--- config.mk ---
export PLATFORM = sky130hd
export DESIGN_NAME = matmul_operand_feeder_flat
export DESIGN_NICKNAME = d
export VERILOG_FILES = /design/src/rtl/matmul_operand_feeder_if.sv /design/src/rtl/matmul_operand_feeder.sv /design/src/flat_wrapper.sv
export SDC_FILE = /design/constraint.sdc
export NUM_CORES = 1
export LEC_CHECK = 0
export BUFFER_PORTS_ARGS = -buffer_cell sky130_fd_sc_hd__buf_2
export CORE_MARGIN = 1
export CORE_UTILIZATION = 40
export CTS_CLUSTER_SIZE = 24
export DETAILED_ROUTE_END_ITERATION = 6
export HOLD_SLACK_MARGIN = 0.05
export PLACE_DENSITY = 0.65
export SLEW_MARGIN = 40
export SYNTH_ARGS = -nofsm -noshare
export SYNTH_HDL_FRONTEND = slang
export SYNTH_SLANG_ARGS = --single-unit
--- constraint.sdc ---
create_clock -name clk_i -period 5.9 [get_ports clk_i]
set_input_delay 0.59 -clock clk_i [delete_from_list [all_inputs] [get_ports clk_i]]
set_output_delay 0.59 -clock clk_i [all_outputs]
set_load 0.01 [all_outputs]
--- src/rtl/matmul_operand_feeder_if.sv ---
// ----------------------------------------------------------------------------
// matmul_operand_feeder_if
// Bundles every non-clock/reset signal of matmul_operand_feeder:
//   job control   : go_i, mode_i, n/k/m_dim_i, busy_o, done_o
//   scratchpad    : rd_en_o, rd_addr_o (out), rd_data_i (in, latency 1)
//   calc stage    : start_o, mode_o, n/k/m_dim_o, data_a/b/c_o (out),
//                   finish_mul_i (in)
// Modport master is the feeder itself; modport slave is its environment.
// ----------------------------------------------------------------------------
interface matmul_operand_feeder_if #(
    parameter int BUS_WIDTH  = 16,
    parameter int ADDR_WIDTH = 32
);
    logic                  go_i;
    logic                  mode_i;
    logic [1:0]            n_dim_i;
    logic [1:0]            k_dim_i;
    logic [1:0]            m_dim_i;
    logic                  rd_en_o;
    logic [ADDR_WIDTH-1:0] rd_addr_o;
    logic [BUS_WIDTH-1:0]  rd_data_i;
    logic                  start_o;
    logic                  mode_o;
    logic [1:0]            n_dim_o;
    logic [1:0]            k_dim_o;
    logic [1:0]            m_dim_o;
    logic [BUS_WIDTH-1:0]  data_a_o;
    logic [BUS_WIDTH-1:0]  data_b_o;
    logic [BUS_WIDTH-1:0]  data_c_o;
    logic                  finish_mul_i;
    logic                  busy_o;
    logic                  done_o;

    modport master (
        input  go_i, mode_i, n_dim_i, k_dim_i, m_dim_i, rd_data_i, finish_mul_i,
        output rd_en_o, rd_addr_o, start_o, mode_o, n_dim_o, k_dim_o, m_dim_o,
               data_a_o, data_b_o, data_c_o, busy_o, done_o
    );

    modport slave (
        output go_i, mode_i, n_dim_i, k_dim_i, m_dim_i, rd_data_i, finish_mul_i,
        input  rd_en_o, rd_addr_o, start_o, mode_o, n_dim_o, k_dim_o, m_dim_o,
               data_a_o, data_b_o, data_c_o, busy_o, done_o
    );
endinterface

--- src/rtl/matmul_operand_feeder.sv ---
// ----------------------------------------------------------------------------
// matmul_operand_feeder
// Upstream stage of the matmul calc block. On go it reads the A rows, B rows
// and (mode=1) the C bias words through a latency-1 scratchpad read port,
// buffers them, then streams A/B/C in parallel with start_o high. start_o is
// released after the calc stage reports finish_mul_i, followed by a one-cycle
// done_o.
// Ports:
//   clk_i  : clock, rising edge
//   rst_i  : synchronous active-high reset (aborts a job, no done_o)
//   bus    : matmul_operand_feeder_if.master (control, scratchpad, calc side)
// Address format: [4:0] operand select, [5 +: 2*clog2(MAX_DIM)] index.
// ----------------------------------------------------------------------------
module matmul_operand_feeder #(
    parameter int DATA_WIDTH = 8,
    parameter int BUS_WIDTH  = 16,
    parameter int ADDR_WIDTH = 32
) (
    input  logic                   clk_i,
    input  logic                   rst_i,
    matmul_operand_feeder_if.master bus
);
    localparam int MAX_DIM = BUS_WIDTH / DATA_WIDTH;
    localparam int NELEM   = MAX_DIM * MAX_DIM;
    localparam int ROW_W   = $clog2(MAX_DIM);
    localparam int IDX_W   = 2 * ROW_W;
    // one spare bit so counters reach MAX_DIM*MAX_DIM without wrapping
    localparam int CNT_W   = IDX_W + 1;

    localparam logic [CNT_W-1:0] LAST_J  = CNT_W'(NELEM - 1);
    localparam logic [1:0]       DIM_MAX = 2'(MAX_DIM - 1);
    localparam logic [4:0]       SEL_A   = 5'b00100;
    localparam logic [4:0]       SEL_B   = 5'b01000;
    localparam logic [4:0]       SEL_C   = 5'b10000;

    typedef enum logic [2:0] {
        S_IDLE, S_LOAD_A, S_LOAD_B, S_LOAD_C, S_DRAIN, S_STREAM, S_WAIT, S_DONE
    } state_t;

    typedef enum logic [1:0] {OP_A, OP_B, OP_C} op_t;

    function automatic logic [1:0] sat_dim(input logic [1:0] d);
        if (int'(d) > MAX_DIM - 1) return DIM_MAX;
        return d;
    endfunction

    function automatic logic [ADDR_WIDTH-1:0] make_addr(input logic [4:0] sel,
                                                        input logic [IDX_W-1:0] idx);
        logic [ADDR_WIDTH-1:0] a;
        a              = '0;
        a[4:0]         = sel;
        a[5 +: IDX_W]  = idx;
        return a;
    endfunction

    state_t                             state_q, state_d;
    logic [CNT_W-1:0]                   idx_q, idx_d;
    logic                               rd_en_q, rd_en_d;
    logic [ADDR_WIDTH-1:0]              rd_addr_q, rd_addr_d;
    logic                               tag_vld_q, tag_vld_d;
    op_t                                tag_op_q, tag_op_d;
    logic [IDX_W-1:0]                   tag_idx_q, tag_idx_d;
    logic [MAX_DIM-1:0][BUS_WIDTH-1:0]  a_buf_q, a_buf_d;
    logic [MAX_DIM-1:0][BUS_WIDTH-1:0]  b_buf_q, b_buf_d;
    logic [NELEM-1:0][BUS_WIDTH-1:0]    c_buf_q, c_buf_d;
    logic                               mode_q, mode_d;
    logic [1:0]                         n_q, n_d, k_q, k_d, m_q, m_d;
    logic                               start_q, start_d;
    logic [BUS_WIDTH-1:0]               data_a_q, data_a_d;
    logic [BUS_WIDTH-1:0]               data_b_q, data_b_d;
    logic [BUS_WIDTH-1:0]               data_c_q, data_c_d;
    logic                               busy_q, busy_d;
    logic                               done_q, done_d;
    logic                               fin_seen_q, fin_seen_d;

    logic [CNT_W-1:0] n_ext, m_ext, c_last, idx_inc, sel_j;
    logic             show;

    assign n_ext   = CNT_W'(n_q);
    assign m_ext   = CNT_W'(m_q);
    assign c_last  = (n_ext + CNT_W'(1)) * (m_ext + CNT_W'(1)) - CNT_W'(1);
    assign idx_inc = idx_q + CNT_W'(1);

    always_comb begin
        state_d    = state_q;
        idx_d      = idx_q;
        rd_en_d    = 1'b0;
        rd_addr_d  = '0;
        tag_vld_d  = rd_en_q;
        tag_idx_d  = idx_q[IDX_W-1:0];
        tag_op_d   = OP_A;
        a_buf_d    = a_buf_q;
        b_buf_d    = b_buf_q;
        c_buf_d    = c_buf_q;
        mode_d     = mode_q;
        n_d        = n_q;
        k_d        = k_q;
        m_d        = m_q;
        start_d    = start_q;
        busy_d     = busy_q;
        done_d     = 1'b0;
        fin_seen_d = fin_seen_q;
        data_a_d   = '0;
        data_b_d   = '0;
        data_c_d   = '0;
        show       = 1'b0;
        sel_j      = '0;

        if (state_q == S_LOAD_B) tag_op_d = OP_B;
        if (state_q == S_LOAD_C) tag_op_d = OP_C;

        // the tag issued with a read lands the returning word one cycle later
        if (tag_vld_q) begin
            case (tag_op_q)
                OP_A:    a_buf_d[tag_idx_q[ROW_W-1:0]] = bus.rd_data_i;
                OP_B:    b_buf_d[tag_idx_q[ROW_W-1:0]] = bus.rd_data_i;
                default: c_buf_d[tag_idx_q]            = bus.rd_data_i;
            endcase
        end

        case (state_q)
            S_IDLE: begin
                if (bus.go_i) begin
                    state_d    = S_LOAD_A;
                    idx_d      = '0;
                    rd_en_d    = 1'b1;
                    rd_addr_d  = make_addr(SEL_A, '0);
                    mode_d     = bus.mode_i;
                    n_d        = sat_dim(bus.n_dim_i);
                    k_d        = sat_dim(bus.k_dim_i);
                    m_d        = sat_dim(bus.m_dim_i);
                    a_buf_d    = '0;
                    b_buf_d    = '0;
                    c_buf_d    = '0;
                    busy_d     = 1'b1;
                    fin_seen_d = 1'b0;
                end
            end
            S_LOAD_A: begin
                rd_en_d = 1'b1;
                if (idx_q == n_ext) begin
                    state_d   = S_LOAD_B;
                    idx_d     = '0;
                    rd_addr_d = make_addr(SEL_B, '0);
                end else begin
                    idx_d     = idx_inc;
                    rd_addr_d = make_addr(SEL_A, idx_inc[IDX_W-1:0]);
                end
            end
            S_LOAD_B: begin
                if (idx_q == m_ext) begin
                    if (mode_q) begin
                        state_d   = S_LOAD_C;
                        idx_d     = '0;
                        rd_en_d   = 1'b1;
                        rd_addr_d = make_addr(SEL_C, '0);
                    end else begin
                        state_d   = S_DRAIN;
                    end
                end else begin
                    idx_d     = idx_inc;
                    rd_en_d   = 1'b1;
                    rd_addr_d = make_addr(SEL_B, idx_inc[IDX_W-1:0]);
                end
            end
            S_LOAD_C: begin
                if (idx_q == c_last) begin
                    state_d   = S_DRAIN;
                end else begin
                    idx_d     = idx_inc;
                    rd_en_d   = 1'b1;
                    rd_addr_d = make_addr(SEL_C, idx_inc[IDX_W-1:0]);
                end
            end
            S_DRAIN: begin
                state_d = S_STREAM;
                start_d = 1'b1;
                idx_d   = '0;
                show    = 1'b1;
                sel_j   = '0;
            end
            S_STREAM: begin
                // an early finish is remembered so WAIT lasts a single cycle
                fin_seen_d = fin_seen_q | bus.finish_mul_i;
                if (idx_q == LAST_J) begin
                    state_d = S_WAIT;
                end else begin
                    idx_d = idx_inc;
                    show  = 1'b1;
                    sel_j = idx_inc;
                end
            end
            S_WAIT: begin
                if (bus.finish_mul_i || fin_seen_q) begin
                    state_d = S_DONE;
                    start_d = 1'b0;
                    done_d  = 1'b1;
                end
            end
            S_DONE: begin
                state_d = S_IDLE;
                busy_d  = 1'b0;
            end
            default: state_d = S_IDLE;
        endcase

        // stream from the next-state buffers so the word captured in DRAIN is visible
        if (show) begin
            if (sel_j <= n_ext)            data_a_d = a_buf_d[sel_j[ROW_W-1:0]];
            if (sel_j <= m_ext)            data_b_d = b_buf_d[sel_j[ROW_W-1:0]];
            if (mode_q && sel_j <= c_last) data_c_d = c_buf_d[sel_j[IDX_W-1:0]];
        end
    end

    always_ff @(posedge clk_i) begin
        if (rst_i) begin
            state_q    <= S_IDLE;
            idx_q      <= '0;
            rd_en_q    <= 1'b0;
            rd_addr_q  <= '0;
            tag_vld_q  <= 1'b0;
            tag_op_q   <= OP_A;
            tag_idx_q  <= '0;
            a_buf_q    <= '0;
            b_buf_q    <= '0;
            c_buf_q    <= '0;
            mode_q     <= 1'b0;
            n_q        <= '0;
            k_q        <= '0;
            m_q        <= '0;
            start_q    <= 1'b0;
            data_a_q   <= '0;
            data_b_q   <= '0;
            data_c_q   <= '0;
            busy_q     <= 1'b0;
            done_q     <= 1'b0;
            fin_seen_q <= 1'b0;
        end else begin
            state_q    <= state_d;
            idx_q      <= idx_d;
            rd_en_q    <= rd_en_d;
            rd_addr_q  <= rd_addr_d;
            tag_vld_q  <= tag_vld_d;
            tag_op_q   <= tag_op_d;
            tag_idx_q  <= tag_idx_d;
            a_buf_q    <= a_buf_d;
            b_buf_q    <= b_buf_d;
            c_buf_q    <= c_buf_d;
            mode_q     <= mode_d;
            n_q        <= n_d;
            k_q        <= k_d;
            m_q        <= m_d;
            start_q    <= start_d;
            data_a_q   <= data_a_d;
            data_b_q   <= data_b_d;
            data_c_q   <= data_c_d;
            busy_q     <= busy_d;
            done_q     <= done_d;
            fin_seen_q <= fin_seen_d;
        end
    end

    assign bus.rd_en_o   = rd_en_q;
    assign bus.rd_addr_o = rd_addr_q;
    assign bus.start_o   = start_q;
    assign bus.mode_o    = mode_q;
    assign bus.n_dim_o   = n_q;
    assign bus.k_dim_o   = k_q;
    assign bus.m_dim_o   = m_q;
    assign bus.data_a_o  = data_a_q;
    assign bus.data_b_o  = data_b_q;
    assign bus.data_c_o  = data_c_q;
    assign bus.busy_o    = busy_q;
    assign bus.done_o    = done_q;
endmodule

--- src/flat_wrapper.sv ---
// flat-port wrapper written by rule: the top's interface ports become plain ports
module matmul_operand_feeder_flat 
#(
    parameter int DATA_WIDTH = 8,
    parameter int BUS_WIDTH  = 16,
    parameter int ADDR_WIDTH = 32
)
  (clk_i, rst_i, bus_go_i, bus_mode_i, bus_n_dim_i, bus_k_dim_i, bus_m_dim_i, bus_rd_data_i, bus_finish_mul_i, bus_rd_en_o, bus_rd_addr_o, bus_start_o, bus_mode_o, bus_n_dim_o, bus_k_dim_o, bus_m_dim_o, bus_data_a_o, bus_data_b_o, bus_data_c_o, bus_busy_o, bus_done_o);
  matmul_operand_feeder_if #(.BUS_WIDTH(BUS_WIDTH), .ADDR_WIDTH(ADDR_WIDTH)) bus_i ();
  input  logic clk_i;
  input  logic rst_i;
  input wire logic [$bits(bus_i.go_i)-1:0] bus_go_i;
  input wire logic [$bits(bus_i.mode_i)-1:0] bus_mode_i;
  input wire logic [$bits(bus_i.n_dim_i)-1:0] bus_n_dim_i;
  input wire logic [$bits(bus_i.k_dim_i)-1:0] bus_k_dim_i;
  input wire logic [$bits(bus_i.m_dim_i)-1:0] bus_m_dim_i;
  input wire logic [$bits(bus_i.rd_data_i)-1:0] bus_rd_data_i;
  input wire logic [$bits(bus_i.finish_mul_i)-1:0] bus_finish_mul_i;
  output wire logic [$bits(bus_i.rd_en_o)-1:0] bus_rd_en_o;
  output wire logic [$bits(bus_i.rd_addr_o)-1:0] bus_rd_addr_o;
  output wire logic [$bits(bus_i.start_o)-1:0] bus_start_o;
  output wire logic [$bits(bus_i.mode_o)-1:0] bus_mode_o;
  output wire logic [$bits(bus_i.n_dim_o)-1:0] bus_n_dim_o;
  output wire logic [$bits(bus_i.k_dim_o)-1:0] bus_k_dim_o;
  output wire logic [$bits(bus_i.m_dim_o)-1:0] bus_m_dim_o;
  output wire logic [$bits(bus_i.data_a_o)-1:0] bus_data_a_o;
  output wire logic [$bits(bus_i.data_b_o)-1:0] bus_data_b_o;
  output wire logic [$bits(bus_i.data_c_o)-1:0] bus_data_c_o;
  output wire logic [$bits(bus_i.busy_o)-1:0] bus_busy_o;
  output wire logic [$bits(bus_i.done_o)-1:0] bus_done_o;
  assign bus_i.go_i = bus_go_i;
  assign bus_i.mode_i = bus_mode_i;
  assign bus_i.n_dim_i = bus_n_dim_i;
  assign bus_i.k_dim_i = bus_k_dim_i;
  assign bus_i.m_dim_i = bus_m_dim_i;
  assign bus_i.rd_data_i = bus_rd_data_i;
  assign bus_i.finish_mul_i = bus_finish_mul_i;
  assign bus_rd_en_o = bus_i.rd_en_o;
  assign bus_rd_addr_o = bus_i.rd_addr_o;
  assign bus_start_o = bus_i.start_o;
  assign bus_mode_o = bus_i.mode_o;
  assign bus_n_dim_o = bus_i.n_dim_o;
  assign bus_k_dim_o = bus_i.k_dim_o;
  assign bus_m_dim_o = bus_i.m_dim_o;
  assign bus_data_a_o = bus_i.data_a_o;
  assign bus_data_b_o = bus_i.data_b_o;
  assign bus_data_c_o = bus_i.data_c_o;
  assign bus_busy_o = bus_i.busy_o;
  assign bus_done_o = bus_i.done_o;
  matmul_operand_feeder #(.DATA_WIDTH(DATA_WIDTH), .BUS_WIDTH(BUS_WIDTH), .ADDR_WIDTH(ADDR_WIDTH)) u_core (.clk_i(clk_i), .rst_i(rst_i), .bus(bus_i));
endmodule
== Word-level counts from Yosys, hierarchy flattened ==
Index checks and enable logic that the tools add are counted.
Widths: inputs -> output; s select.

* Memories kept: 0
* Bits of input ports: 27
* Word-level logic and storage cells: 172
* Latch bits: 0
* Output and inout port bits: 91
* RAM bits: 0
* Flip-flop bits (word level): 231
* Memory bits (read-only): 0

* Reduce and logical (&&, ||, !) cells: 22
* Multiply operators: 1
* Shift operators: 0
* Equality and inequality tests: 21
* $add $sub $neg: 4
* Mux-type cells: 79
* Divide/modulo/power cells: 0
* Order comparisons: 12
* Bitwise operators: 6

{| class="wikitable"
|+ Operator list
! kind !! number
|-
| $mux 32 || 8
|-
| $mux 64 || 4
|-
| $pmux 32 s4 || 1
|-
| $mux 16 || 7
|-
| $bwmux 32 || 2
|-
| $bwmux 64 || 1
|-
| $mux 3 || 16
|-
| $bmux 16 s2 || 1
|-
| $demux 16 s2 || 1
|-
| $pmux 3 s8 || 1
|-
| $mux 7 || 3
|-
| $mux 1 || 19
|-
| $pmux 3 s6 || 1
|-
| $demux 16 s1 || 1
|-
| $mux 2 || 7
|-
| $eq 3x3->1 const B || 4
|-
| $ne 2x2->1 const B || 5
|-
| $eq 3x2->1 const B || 3
|-
| $reduce_or 3->1 || 3
|-
| $pmux 1 s2 || 4
|-
| $reduce_and 2->1 || 4
|-
| $add 2x1->3 const B || 2
|-
| $eq 3x2->1 || 2
|-
| $gt 2x1->1 const B || 3
|-
| 27 further kinds || 42
|}

== Depth between registers and ports, before layout ==
* Word-level depth: 11
* Depth in mapped cells: 15
* Gate-level depth less buffers: 12

== Worst setup path before layout ==
No wires, ideal clock.

* Path kind: register -> register
* Start: reg u_core.idx_q[2]
* End: reg u_core.data_c_q[11], in the netlist u_core.bus.data_c_o[11]
* Buffers on the path: 4
* Required time: 5830 ps
* Stages on the path, launching flop included: 16
* Library setup time: 70 ps
* Setup slack: 2736 ps
* Clock period less this slack: 3164 ps
* Arrival time: 3093 ps
* Cells stage by stage: dfxtp_1 > clkbuf_1 > inv_1 > ha_1 > nor4bb_1 > buf_2 > nand2_1 > clkinv_1 > buf_2 > ha_1 > nor2b_1 > o21a_1 > o21ai_0 > nand4_1 > clkbuf_1 > a21oi_1

* Cells in the longest elaborated chain, start to end: 7
* Elaborated cells between the ends (all ways): 13
* Classes of those cells: add/sub: 1; order compare: 1; eq/ne: 1; mux: 6; bitwise: 2; reduce/logical: 2

{| class="wikitable"
|+ RTL lines
! element !! line !! RTL
|-
| from (decl) || matmul_operand_feeder.sv:57 || <nowiki>logic [CNT_W-1:0] idx_q, idx_d;</nowiki>
|-
| from (signal assigned) || matmul_operand_feeder.sv:240 || <nowiki>idx_q <= idx_d;</nowiki>
|-
| $add 3x1->3 or $eq 3x2->1 (tied branches) || matmul_operand_feeder.sv:82, matmul_operand_feeder.sv:185 ||
|-
| $mux 3 || matmul_operand_feeder.sv:185 || <nowiki>if (idx_q == LAST_J) begin</nowiki>
|-
| $mux 3 || matmul_operand_feeder.sv:121 || <nowiki>case (state_q)</nowiki>
|-
| $le 3x3->1 || matmul_operand_feeder.sv:211 || <nowiki>if (mode_q && sel_j <= c_last) data_c_d = c_buf_d[sel_j[IDX_W-1:0]];</nowiki>
|-
| $logic_and 1x1->1 || matmul_operand_feeder.sv:211 ||
|-
| $not 1->1 (no source line) || -- ||
|-
| $reduce_or 3->1 (no source line) || -- ||
|-
| to (signal assigned) || matmul_operand_feeder.sv:256 || <nowiki>data_c_q <= data_c_d;</nowiki>
|-
| to (decl) || matmul_operand_feeder.sv:71 || <nowiki>logic [BUS_WIDTH-1:0] data_c_q, data_c_d;</nowiki>
|}

Several ways; a longest one is shown, not always the timed one. The select of a mux whose other input is x is not followed.
A chain may end at the register's enable or synchronous reset.

== Worst setup path in the final report ==
Same ends and word-level chain as after synthesis.

==> results.sh <==
export IMPL_status="finished, final reports clean"
export IMPL_placeableCoreArea_mm2=0.02264
export IMPL_initial_core_util_pct=40.67
export IMPL_fp_dieW_um=153.7
export IMPL_setup_worst_path_start_class="register"
export IMPL_synth_enable_flop_cells=0
export IMPL_grt_max_degree=73
export IMPL_clock_latency_ns=0.51
export IMPL_ys_async_sr_fraction_pct=0
export IMPL_relSlewSlack_pct=41.37
export IMPL_hpwl_mm=17.30
export IMPL_cp_max_fo=19
export IMPL_overflow=0
export IMPL_die_area_mm2=0.02363
export IMPL_grt_pass1_wl_mm=42.49
export IMPL_hold_path_depth=3
export IMPL_synth_seq_cells=204
export IMPL_drive_gt1_share_pct=14.09
export IMPL_htreeDepth=1
export IMPL_dp_cells=1459
export IMPL_cts_resized=0
export IMPL_syn_area_mm2=0.009208
export IMPL_num_antenna_cells=0
export IMPL_tns_ns=0
export IMPL_cp_required_ns=6.33
export IMPL_synth_main_ff_cell="dfxtp_1"
export IMPL_cts_sinks=204
export IMPL_finalCritPeriodShare_pct=67.16
export IMPL_cap_violations=0
export IMPL_grt_pass1_vias=7649
export IMPL_endpoint_kind="register"
export IMPL_routedWlPerCell_um=18.00
export IMPL_seq_area_frac_synth_pct=44.35
export IMPL_cts_tree="yes"
export IMPL_clk_path_buf_depth=3
export IMPL_path_clk_slew_ns=0.06
export IMPL_post_cts_buffers=0
export IMPL_finalNetCount=1242
export IMPL_syn_to_final_growth_pct=12.98
export IMPL_nFillCells=2234
export IMPL_stdcell_count=1499
export IMPL_irDropWorstVdd_mv=0.1806
export IMPL_powerDensity_mw_per_mm2=354.7
export IMPL_hold_class="primary input to register"
export IMPL_place_gp_congestion=0.8528
export IMPL_vias=8277
export IMPL_seq_area_mm2=0.004085
export IMPL_finalMaxSlewViolations=0
export IMPL_drcViolationCount=0
export IMPL_io_pins=118
export IMPL_synthCells=1167
export IMPL_critPathKind="register to register"
export IMPL_cts_inserted_buffers=23
export IMPL_ctsHoldBuffers=0
export IMPL_tightestPinTransition_ns=0.8795
export IMPL_leakage_uw=0.003769
export IMPL_routed_via_density=5.522
export IMPL_drt_first_pass_iters=5
export IMPL_max_freq_mhz=252.4
export IMPL_yosysMostFrequentCell="nand2_1"
export IMPL_ys_top_cells_by_count="nand2_1 (278), dfxtp_1 (204), a21oi_1 (158)"
export IMPL_crit_arrival_ns=4.39
export IMPL_synth_area_leaders="dfxtp_1 (44%), nand2_1 (11%), a21oi_1 (8.6%)"
export IMPL_final_antenna_net_count=0
export IMPL_synth_cell_types=62
export IMPL_synth_top_area_share_pct=44.35
export IMPL_drt_iter0_markers=673
export IMPL_wirelength_mm=26.99
export IMPL_fin_worst_skew_ns=0.01366
export IMPL_synth_top_area_cell="dfxtp_1"
export IMPL_reg2reg_depth=12
export IMPL_hold_violations=0
export IMPL_setup_violations=0
export IMPL_rows=55
export IMPL_cts_root_buffer="clkbuf_16"
export IMPL_die_y_um=153.7
export IMPL_grt_setup_unrepaired="false"
export IMPL_syn_avg_cell_area_um2=7.890
export IMPL_io_buffers=90
export IMPL_multi_input_area_mm2=0.004539
export IMPL_ys_warn_count=0
export IMPL_antenna_found_initial=0
export IMPL_grtUsageTotal_pct=22.61
export IMPL_post_route_min_period_ns=3.963
-- stage by stage --
| step | util [%] | hold slack (ns) | setup WS (ns) | cell area, um2 | power [uW] |
|---|---|---|---|---|---|
| 2_1_floorplan | - | 0.4329 | 2.736 | 9305 | 2124 |
| 3_3_place_gp | 42.50 | 0.4136 | 1.505 | 9623 | 2308 |
| 3_5_place_dp | 42.63 | 0.4273 | 1.585 | 9652 | 2319 |
| 4_1_cts | 45.82 | 0.3307 | 1.507 | 10380 | 3705 |
| 5_1_grt | 45.95 | 0.3824 | 1.598 | 10400 | 3860 |
| 6_report | 45.95 | 0.3330 | 1.937 | 10400 | 3689 |
-- sequential cells by signal, summed over array words and instances (netlist names), 2 cells and up --
name	count
u_core.bus.n_dim_o	2
u_core.a_buf_q	32
u_core.state_q	3
u_core.bus.rd_addr_o	5
u_core.idx_q	3
u_core.bus.k_dim_o	2
u_core.tag_op_q	2
u_core.c_buf_q	64
u_core.bus.data_a_o	16
u_core.tag_idx_q	2
u_core.b_buf_q	32
u_core.bus.m_dim_o	2
u_core.bus.data_c_o	16
u_core.bus.data_b_o	16
-- path summary, 6_finish.rpt --
| check | from | slack (ns) | to |
|---|---|---|---|
| worst min-delay path | bus_mode_i | 0.33 | u_core.bus.mode_o |
| worst max register to register | u_core.idx_q[2] | 1.94 | u_core.bus.data_c_o[11] |
| worst min register to register | u_core.bus.k_dim_o[1] | 0.43 | u_core.bus.k_dim_o[1] |
| worst max-delay path | u_core.idx_q[2] | 1.94 | u_core.bus.data_c_o[11] |
-- critical path, cell delays in order, from the launching register on --
cell	delay [ns]
dfxtp_1	0.50
inv_1	0.12
ha_1	0.29
nor4bb_4	0.60
nand2_1	0.28
clkinv_1	0.44
ha_1	0.32
nor2b_1	0.13
o21a_1	0.15
o21ai_0	0.20
nand4_1	0.42
buf_6	0.30
a21oi_1	0.13
-- area by class of cell --
| type | instances | area share (%) |
|---|---|---|
| clock buffers | 28 | 5.906 |
| clock inverters | 10 | 1.046 |
| inverters | 31 | 1.119 |
| multi-input cells | 835 | 43.64 |
| flip-flops and latches | 204 | 39.27 |
| well taps | 285 | 3.428 |
| repair buffers | 106 | 5.593 |
-- where the power goes --
group | internal, uW | switching (uW) | leakage (uW)
logic | 272 | 513 | 0.00177
clock network | 824 | 568 | 0.000354
registers | 1430 | 83.2 | 0.00165
total | 2520 | 1160 | 0.00377
-- metal layers --
layer	global-route usage (%)	vias up	part of all wire, %
met2	36.39	286	46
met4	7.190	0	2.5
li1	-	4074	-
met3	3.551	43	6.5
met5	0	-	0
met1	30.92	3874	45
-- kinds of logic after synthesis --
logic type / share of synthesized area [%]
buffers and inverters: 7.732
multiplexers: 1.658
AND/OR/NAND/NOR: 18.96
XOR/XNOR: 1.101
other: 0.04073
AO/OA/AOI/OAI: 24.26
flip-flops: 44.35
adder cells (fa/ha/maj): 1.902
-- cells in the final DEF, fill, tap and decap left out, types with 23 or more instances in the layout --
master / count
o22ai_1: 33
dfxtp_1: 203
nand2_1: 278
nor2_1: 46
o21ai_0: 45
clkbuf_16: 23
buf_2: 90
nor3_1: 28
a21oi_1: 158
a211oi_1: 48
conb_1: 27
inv_1: 29
Power figures use the tool's default switching activity.
